[src/rtl/load_store_unit.sv]
// load_store_unit: single-outstanding memory execution unit.
// Accepts one load/store entry, performs one data-memory transaction,
// then broadcasts completion (and load data) on the CDB.
module load_store_unit #(
    parameter int NUM_REGS = 64,
    parameter int ROB_SIZE = 32,
    localparam int PW = $clog2(NUM_REGS),
    localparam int RW = $clog2(ROB_SIZE)
) (
    input  logic          clk,
    input  logic          rst,
    input  logic          flush,
    input  logic          issue_valid,
    output logic          issue_ready,
    input  logic [6:0]    issue_opcode,
    input  logic [2:0]    issue_funct3,
    input  logic [31:0]   issue_imm,
    input  logic [31:0]   issue_rs1_data,
    input  logic [31:0]   issue_rs2_data,
    input  logic [PW-1:0] issue_phys_rd,
    input  logic [RW-1:0] issue_rob_index,
    output logic [31:0]   dmem_addr,
    output logic [3:0]    dmem_rmask,
    output logic [3:0]    dmem_wmask,
    output logic [31:0]   dmem_wdata,
    input  logic [31:0]   dmem_rdata,
    input  logic          dmem_resp,
    output logic          cdb_valid,
    output logic          cdb_rd_we,
    output logic [PW-1:0] cdb_phys_rd,
    output logic [RW-1:0] cdb_rob_index,
    output logic [31:0]   cdb_data
);

    localparam logic [6:0] OP_LOAD = 7'b0000011;

    typedef enum logic [1:0] {
        S_IDLE,
        S_REQ,
        S_WAIT,
        S_DONE
    } state_t;

    state_t        r_state;
    logic          r_ready;
    logic          r_drop;
    logic          r_is_load;
    logic [2:0]    r_funct3;
    logic [1:0]    r_lane;
    logic [3:0]    r_mask;
    logic [PW-1:0] r_phys_rd;
    logic [RW-1:0] r_rob_index;
    logic [31:0]   r_addr;
    logic [31:0]   r_wdata;
    logic          r_cdb_valid;
    logic          r_cdb_rd_we;
    logic [PW-1:0] r_cdb_phys_rd;
    logic [RW-1:0] r_cdb_rob_index;
    logic [31:0]   r_cdb_data;

    logic [31:0]   w_addr;
    logic [1:0]    w_lane;
    logic [3:0]    w_mask;
    logic [31:0]   w_wdata;
    logic [31:0]   w_shifted;
    logic [31:0]   w_load_data;

    assign w_addr  = issue_rs1_data + issue_imm;
    assign w_lane  = w_addr[1:0];
    assign w_wdata = issue_rs2_data << {w_lane, 3'b000};

    // Byte-enable lanes for the incoming entry, derived from access size.
    always_comb begin
        w_mask = 4'b1111;
        case (issue_funct3[1:0])
            2'b00:   w_mask = 4'b0001 << w_lane;
            2'b01:   w_mask = 4'b0011 << w_lane;
            default: w_mask = 4'b1111;
        endcase
    end

    // Extract and extend the addressed byte/half from the returned word.
    always_comb begin
        w_shifted   = dmem_rdata >> {r_lane, 3'b000};
        w_load_data = w_shifted;
        case (r_funct3[1:0])
            2'b00:   w_load_data = r_funct3[2] ? {24'h0, w_shifted[7:0]}
                                               : {{24{w_shifted[7]}}, w_shifted[7:0]};
            2'b01:   w_load_data = r_funct3[2] ? {16'h0, w_shifted[15:0]}
                                               : {{16{w_shifted[15]}}, w_shifted[15:0]};
            default: w_load_data = w_shifted;
        endcase
    end

    // Sequencer: accept, request, wait for response, broadcast.
    always_ff @(posedge clk) begin
        if (rst) begin
            r_state         <= S_IDLE;
            r_ready         <= 1'b1;
            r_drop          <= 1'b0;
            r_is_load       <= 1'b0;
            r_funct3        <= '0;
            r_lane          <= '0;
            r_mask          <= '0;
            r_phys_rd       <= '0;
            r_rob_index     <= '0;
            r_addr          <= '0;
            r_wdata         <= '0;
            r_cdb_valid     <= 1'b0;
            r_cdb_rd_we     <= 1'b0;
            r_cdb_phys_rd   <= '0;
            r_cdb_rob_index <= '0;
            r_cdb_data      <= '0;
        end else begin
            case (r_state)
                S_IDLE: begin
                    r_drop  <= 1'b0;
                    r_ready <= 1'b1;
                    if (issue_valid && !flush) begin
                        r_is_load   <= (issue_opcode == OP_LOAD);
                        r_funct3    <= issue_funct3;
                        r_lane      <= w_lane;
                        r_mask      <= w_mask;
                        r_phys_rd   <= issue_phys_rd;
                        r_rob_index <= issue_rob_index;
                        r_addr      <= {w_addr[31:2], 2'b00};
                        r_wdata     <= w_wdata;
                        r_ready     <= 1'b0;
                        r_state     <= S_REQ;
                    end
                end
                S_REQ: begin
                    if (flush) begin
                        r_ready <= 1'b1;
                        r_state <= S_IDLE;
                    end else begin
                        r_state <= S_WAIT;
                    end
                end
                S_WAIT: begin
                    if (dmem_resp) begin
                        if (r_drop || flush) begin
                            r_drop  <= 1'b0;
                            r_ready <= 1'b1;
                            r_state <= S_IDLE;
                        end else begin
                            r_cdb_valid     <= 1'b1;
                            r_cdb_rd_we     <= r_is_load && (r_phys_rd != '0);
                            r_cdb_phys_rd   <= r_phys_rd;
                            r_cdb_rob_index <= r_rob_index;
                            r_cdb_data      <= r_is_load ? w_load_data : 32'h0;
                            r_state         <= S_DONE;
                        end
                    end else if (flush) begin
                        r_drop <= 1'b1;
                    end
                end
                S_DONE: begin
                    r_cdb_valid <= 1'b0;
                    r_cdb_rd_we <= 1'b0;
                    r_drop      <= 1'b0;
                    r_ready     <= 1'b1;
                    r_state     <= S_IDLE;
                end
                default: begin
                    r_ready <= 1'b1;
                    r_state <= S_IDLE;
                end
            endcase
        end
    end

    // A flush arriving in REQ or DONE must suppress that cycle's request or
    // completion, so the stored masks/valid are gated by the live flush.
    assign dmem_rmask    = (r_state == S_REQ && !flush &&  r_is_load) ? r_mask : '0;
    assign dmem_wmask    = (r_state == S_REQ && !flush && !r_is_load) ? r_mask : '0;
    assign dmem_addr     = r_addr;
    assign dmem_wdata    = r_wdata;
    assign issue_ready   = r_ready;
    assign cdb_valid     = r_cdb_valid && !flush;
    assign cdb_rd_we     = r_cdb_rd_we && !flush;
    assign cdb_phys_rd   = r_cdb_phys_rd;
    assign cdb_rob_index = r_cdb_rob_index;
    assign cdb_data      = r_cdb_data;

endmodule

[config.mk]
export PLATFORM = sky130hd
export DESIGN_NAME = load_store_unit
export DESIGN_NICKNAME = d
export VERILOG_FILES = /design/src/rtl/load_store_unit.sv
export SDC_FILE = /design/constraint.sdc
export NUM_CORES = 1
export LEC_CHECK = 0
export BUFFER_PORTS_ARGS = -buffer_cell sky130_fd_sc_hd__buf_2
export CORE_ASPECT_RATIO = 0.5
export CORE_MARGIN = 2
export CORE_UTILIZATION = 53
export CTS_CLUSTER_SIZE = 12
export DETAILED_ROUTE_END_ITERATION = 16
export PLACE_DENSITY_LB_ADDON = 0.25
export SYNTH_ARGS = -nofsm -noshare
export SYNTH_HDL_FRONTEND = slang
export SYNTH_SLANG_ARGS = --single-unit
[constraint.sdc]
create_clock -name clk -period 4.4 [get_ports clk]
set_input_delay 0.44 -clock clk [delete_from_list [all_inputs] [get_ports clk]]
set_output_delay 0.44 -clock clk [all_outputs]
set_load 0.01 [all_outputs]
# Word-level counts from Yosys, hierarchy flattened
# Cells that the tools add are included.
# classes
muxes,26
n_reduce_logical,23
n_eq_ne,13
shift,4
bitwise_logic,1
add_sub_neg,1
# op_table
cell,count
$mux 32,3
$pmux 32 s2,1
$add 32x32->32,1
$shl 32x5->32,1
$shr 32x5->32,1
$reduce_and 3->1,4
$mux 1,10
$ne 2x2->1 const B,5
$mux 2,4
$mux 4,2
$pmux 2 s4,1
$pmux 4 s2,1
$eq 7x2->1 const B,1
$logic_and 1x1->1,7
$eq 2x1->1 const B,3
$logic_not 2->1,3
$ne 3x3->1 const B,2
$pmux 1 s2,3
$reduce_bool 6->1,1
$eq 2x2->1 const B,2
$pmux 1 s4,1
$reduce_and 2->1,2
$reduce_bool 2->1,2
$shl 1x2->4 const A,1
other kinds (5),6
# word_totals
inputBits,154
wordCells,84
reg_bits,132

# Longest topological paths before layout
# logic_depth
ltp_word,5
depth_mapped,11
depth_no_buf,11

# Least setup slack after synthesis
# OpenSTA, ideal clock, no wires.
# synth_timing
kind,in2reg
from,input port issue_imm[0]
to,register r_addr[18] (netlist: dmem_addr[18])
setup_ns,0.120
n_path_buf,0
path_stages,10
arrival_time_ns,2.569
setup_slack_ns,1.711
cell_sequence,ha_1 inv_1 fa_1 and2b_1 o2111ai_1 a311o_1 nand3_2 a31oi_2 o41a_1 a211o_1
# synth_between
elab_chain_cells,1
# synth_rtl
element,line_no,rtl
"start, declared",17,"input logic [31:0] issue_imm,"
$add 32x32->32,68,assign w_addr = issue_rs1_data + issue_imm;
"end signal, assigned",126,"r_addr <= {w_addr[31:2], 2'b00};"
"end, declared",53,logic [31:0] r_addr;
# Every way passes these cells.
# A chain may end at the register's enable or synchronous reset.

# Worst setup path after layout
# layout_timing
from,register r_state[0]
to,register r_cdb_data[27] (netlist: cdb_data[27])
# layout_between
elab_chain_cells,2
# layout_rtl
element,line_no,rtl
"start, declared",44,state_t r_state;
"start signal, assigned",98,r_state <= S_IDLE;
"start signal, assigned",129,r_state <= S_REQ;
"start signal, assigned",135,r_state <= S_IDLE;
$eq 2x2->1,115,case (r_state)
$reduce_and 3->1 (no line),--,
"end signal, assigned",151,r_cdb_data <= r_is_load ? w_load_data : 32'h0;
"end, declared",59,logic [31:0] r_cdb_data;
# Every way passes these cells.

==> results.cfg <==
[routing]
vias = 8067
route.detailed.drc = 0
drt-wirelength-per-cell_um = 15.9
vias_per_cell = 5.70
wl_um = 22500
drtPass1Iterations = 5
drt-initial-drc-count = 603
final_antenna_net_count = 0

[worst_hold_path]
holdPathEnd = r_rob_index[3]$_SDFFE_PP0P_
hold_path_class = in2reg
min_from = issue_rob_index[3]
whs_path_depth = 3

[sta]
min_period_over_period_pct = 63.1
finalSetupTns_ns = 0
rsz0062_at_grt = no
slew_headroom_pct = 25.6
slew_violations = 0
finalSetupViolCount = 0
clock.fmax_mhz = 360
worstMarginPinSlew_ns = 1.12
fin_skew_ns = 0.0140
fin_crit_ns = 2.78
hold-worst-slack_ns = 0.271
hold_viol_final = 0

[finish]
area.growth.synth_to_final_pct = 25.2
antenna_cells = 0
fin_cells = 1416
num-nets-final = 1397
final_layout_size_suffix_gt1_share_pct = 27.6

[global_route]
use_met2_pct = 47.8
grt_pass1_wl_um = 35200
top_usage_layer = met2
antenna_found_initial = 0
grt_pass1_vias = 7147
grt_use_total_pct = 28.0
use_met1_pct = 36.1
grt_util_met3_pct = 4.55
grt_max_degree = 104
grt-ovfl-total = 0

[clock_tree]
cts_tree = done
cts_setup_buffers = 0
clock_sinks = 132
cts.repair.resized = 0
clock_latency_ns = 0.41
cts_buffer_depth = 2
hold_buffers = 0
h-tree-depth = 4
clk_pin_slew_ns = 0.06
cts_buffers = 17
clockRootBuffer = clkbuf_16

[die]
ios = 272
core_um2 = 14300
start_util_pct = 53.6
fp-row-count = 31
die_x_um = 174
chipHeight_um = 89.1
dieArea_um2 = 15500

[critical_path]
crit_required_ns = 4.74
critPathMaxStageDelay_ns = 0.72
critPathBufInv = 1
cp_top_family = simple AND/OR/NAND/NOR gates
crit_slowest_cell = and3_1
worst_setup_path_end_kind = flop
start_kind = flop
rr_startpoint = r_state[0]$_SDFFE_PP0P_
r2r_setup_slack_ns = 1.62
reg2reg_depth = 8
cp_cell_sequence = inv_1 -> ha_1 -> nand2b_1 -> nor2_1 -> and3_1 -> o21a_1 -> a22oi_1 -> nor2_1
arrival_ns = 3.11
crit_top_cell = nor2_1
critPathKind = reg2reg
reg2reg_to = cdb_data[27]$_SDFFE_PP0P_
crit_fanout = 18

[synthesis]
netlist.area_leader.share_pct = 34.4
synth_area_per_cell_um2 = 7.84
postSynthCellCount = 979
netlist_area_um2 = 7670
ys.flop_type = dfxtp_1
yosys_warnings = 0
netlist_top_cells_count = nand2_1 (161), dfxtp_1 (132), a21oi_1 (114)
synth_top_cell_by_area = dfxtp_1
synthArstFlopShare_pct = 0
ys_seq_elements = 132
synth-edff-count = 0
yosysMostFrequentCell = nand2_1
synth_cell_type_count = 73
seq_area_frac_synth_pct = 34.4
synth_area_leaders = dfxtp_1 (34%), nand2_1 (7.9%), a21oi_1 (7.4%), ha_1 (6.0%), nor2_1 (4.5%)

[outcome]
status = completed

[flow_run]
maxCapViolCount = 0

[placement]
portBuffers = 269
gp_congestion = 0.903
dp_hpwl_um = 16200
place_inst = 1384

[pwr]
power_leakage_uw = 0.00429
powerDensity_nw_per_um2 = 361
irDropWorstVdd_mv = 0.347
[layout by cell type, fill, tap and decap left out, types with 9 or more instances in the layout]
cell type  instances
mux2_2             9
buf_2            268
ha_1              37
clkbuf_16         17
nor3_1            17
a21oi_1          114
a211oi_1          17
xnor2_1           19
a211o_1            9
o21ai_1           11
o21ai_0           35
nand2_1          160
o211ai_1          11
inv_1             15
dfxtp_1          132
mux2i_1           33
o21bai_1           9
nand3_1           34
a22oi_1           26
nor2_1            92
and3_1            11
nor2b_1           19
[per-stage QoR]
step | total power [uW] | setup WS [ns] | cell area, um^2 | util, %
floorplan | 1820 | 1.71 | 7680 | -
global placement | 2030 | 1.50 | 9010 | 63.0
detailed placement | 2040 | 1.42 | 9010 | 63.0
CTS | 3480 | 1.69 | 9610 | 67.1
global route | 3630 | 1.45 | 9610 | 67.1
finish | 3470 | 1.62 | 9610 | 67.1
[tightest hold or removal path, cell delays in order]
cell and delay [ns]:
buf_2 0.09, nand2_1 0.04, a21oi_1 0.05
[power breakdown]
part           total [uW]  internal (uW)  switching, uW
clock network        1440            849            590
logic                 744            304            440
registers            1280           1250           35.7
[how the worst max path moves through the flow]
stage                                  from                    endpoint  slack [ns]  depth (start not counted)
global placement               issue_imm[0]  dmem_addr[18]$_SDFFE_PP0P_        1.50                         11
CTS                 r_state[0]$_SDFFE_PP0P_   cdb_data[23]$_SDFFE_PP0P_        1.69                          8
detailed placement             issue_imm[0]  dmem_addr[18]$_SDFFE_PP0P_        1.42                         11
global route        r_state[0]$_SDFFE_PP0P_   cdb_data[19]$_SDFFE_PP0P_        1.45                          8
finish              r_state[0]$_SDFFE_PP0P_   cdb_data[27]$_SDFFE_PP0P_        1.62                          8
floorplan                      issue_imm[0]  dmem_addr[18]$_SDFFE_PP0P_        1.71                         10
[routing by layer]
metal  part of all wire (%)  vias to the layer above
li1                       -                     3939
met1                     43                     3753
met2                     48                      332
met3                    6.5                       43
met4                    2.3                        0
met5                      0                        -
[registers in the layout, indices dropped and copies added (netlist names), 2 cells and up]
register and count:
cdb_data 32, dmem_wdata 32, dmem_addr 30, cdb_phys_rd 6
r_phys_rd 6, cdb_rob_index 5, r_rob_index 5, r_mask 4
r_funct3 3, r_lane 2, r_state 2
[final cells by class]
class	instances	area (um^2)
Clock buffer	17	425
Clock inverter	15	168
Fill cell	1260	4700
Multi-Input combinational cell	761	4640
Timing Repair Buffer	277	1420
Tap cell	198	248
Inverter	16	60.1
Sequential cell	132	2640
[logic make-up after synthesis]
kind of cell,count (synthesis),share of synthesized area (%)
AOI/OAI and AO/OA,284,24.0
other,1,0.0489
DFF,132,34.4
buffers and inverters,87,5.15
muxes,42,5.63
and+or+nand+nor,373,21.9
adders and majority gates,38,6.29
xor gates and xnor gates,22,2.51
Power figures use the tool's default switching activity.
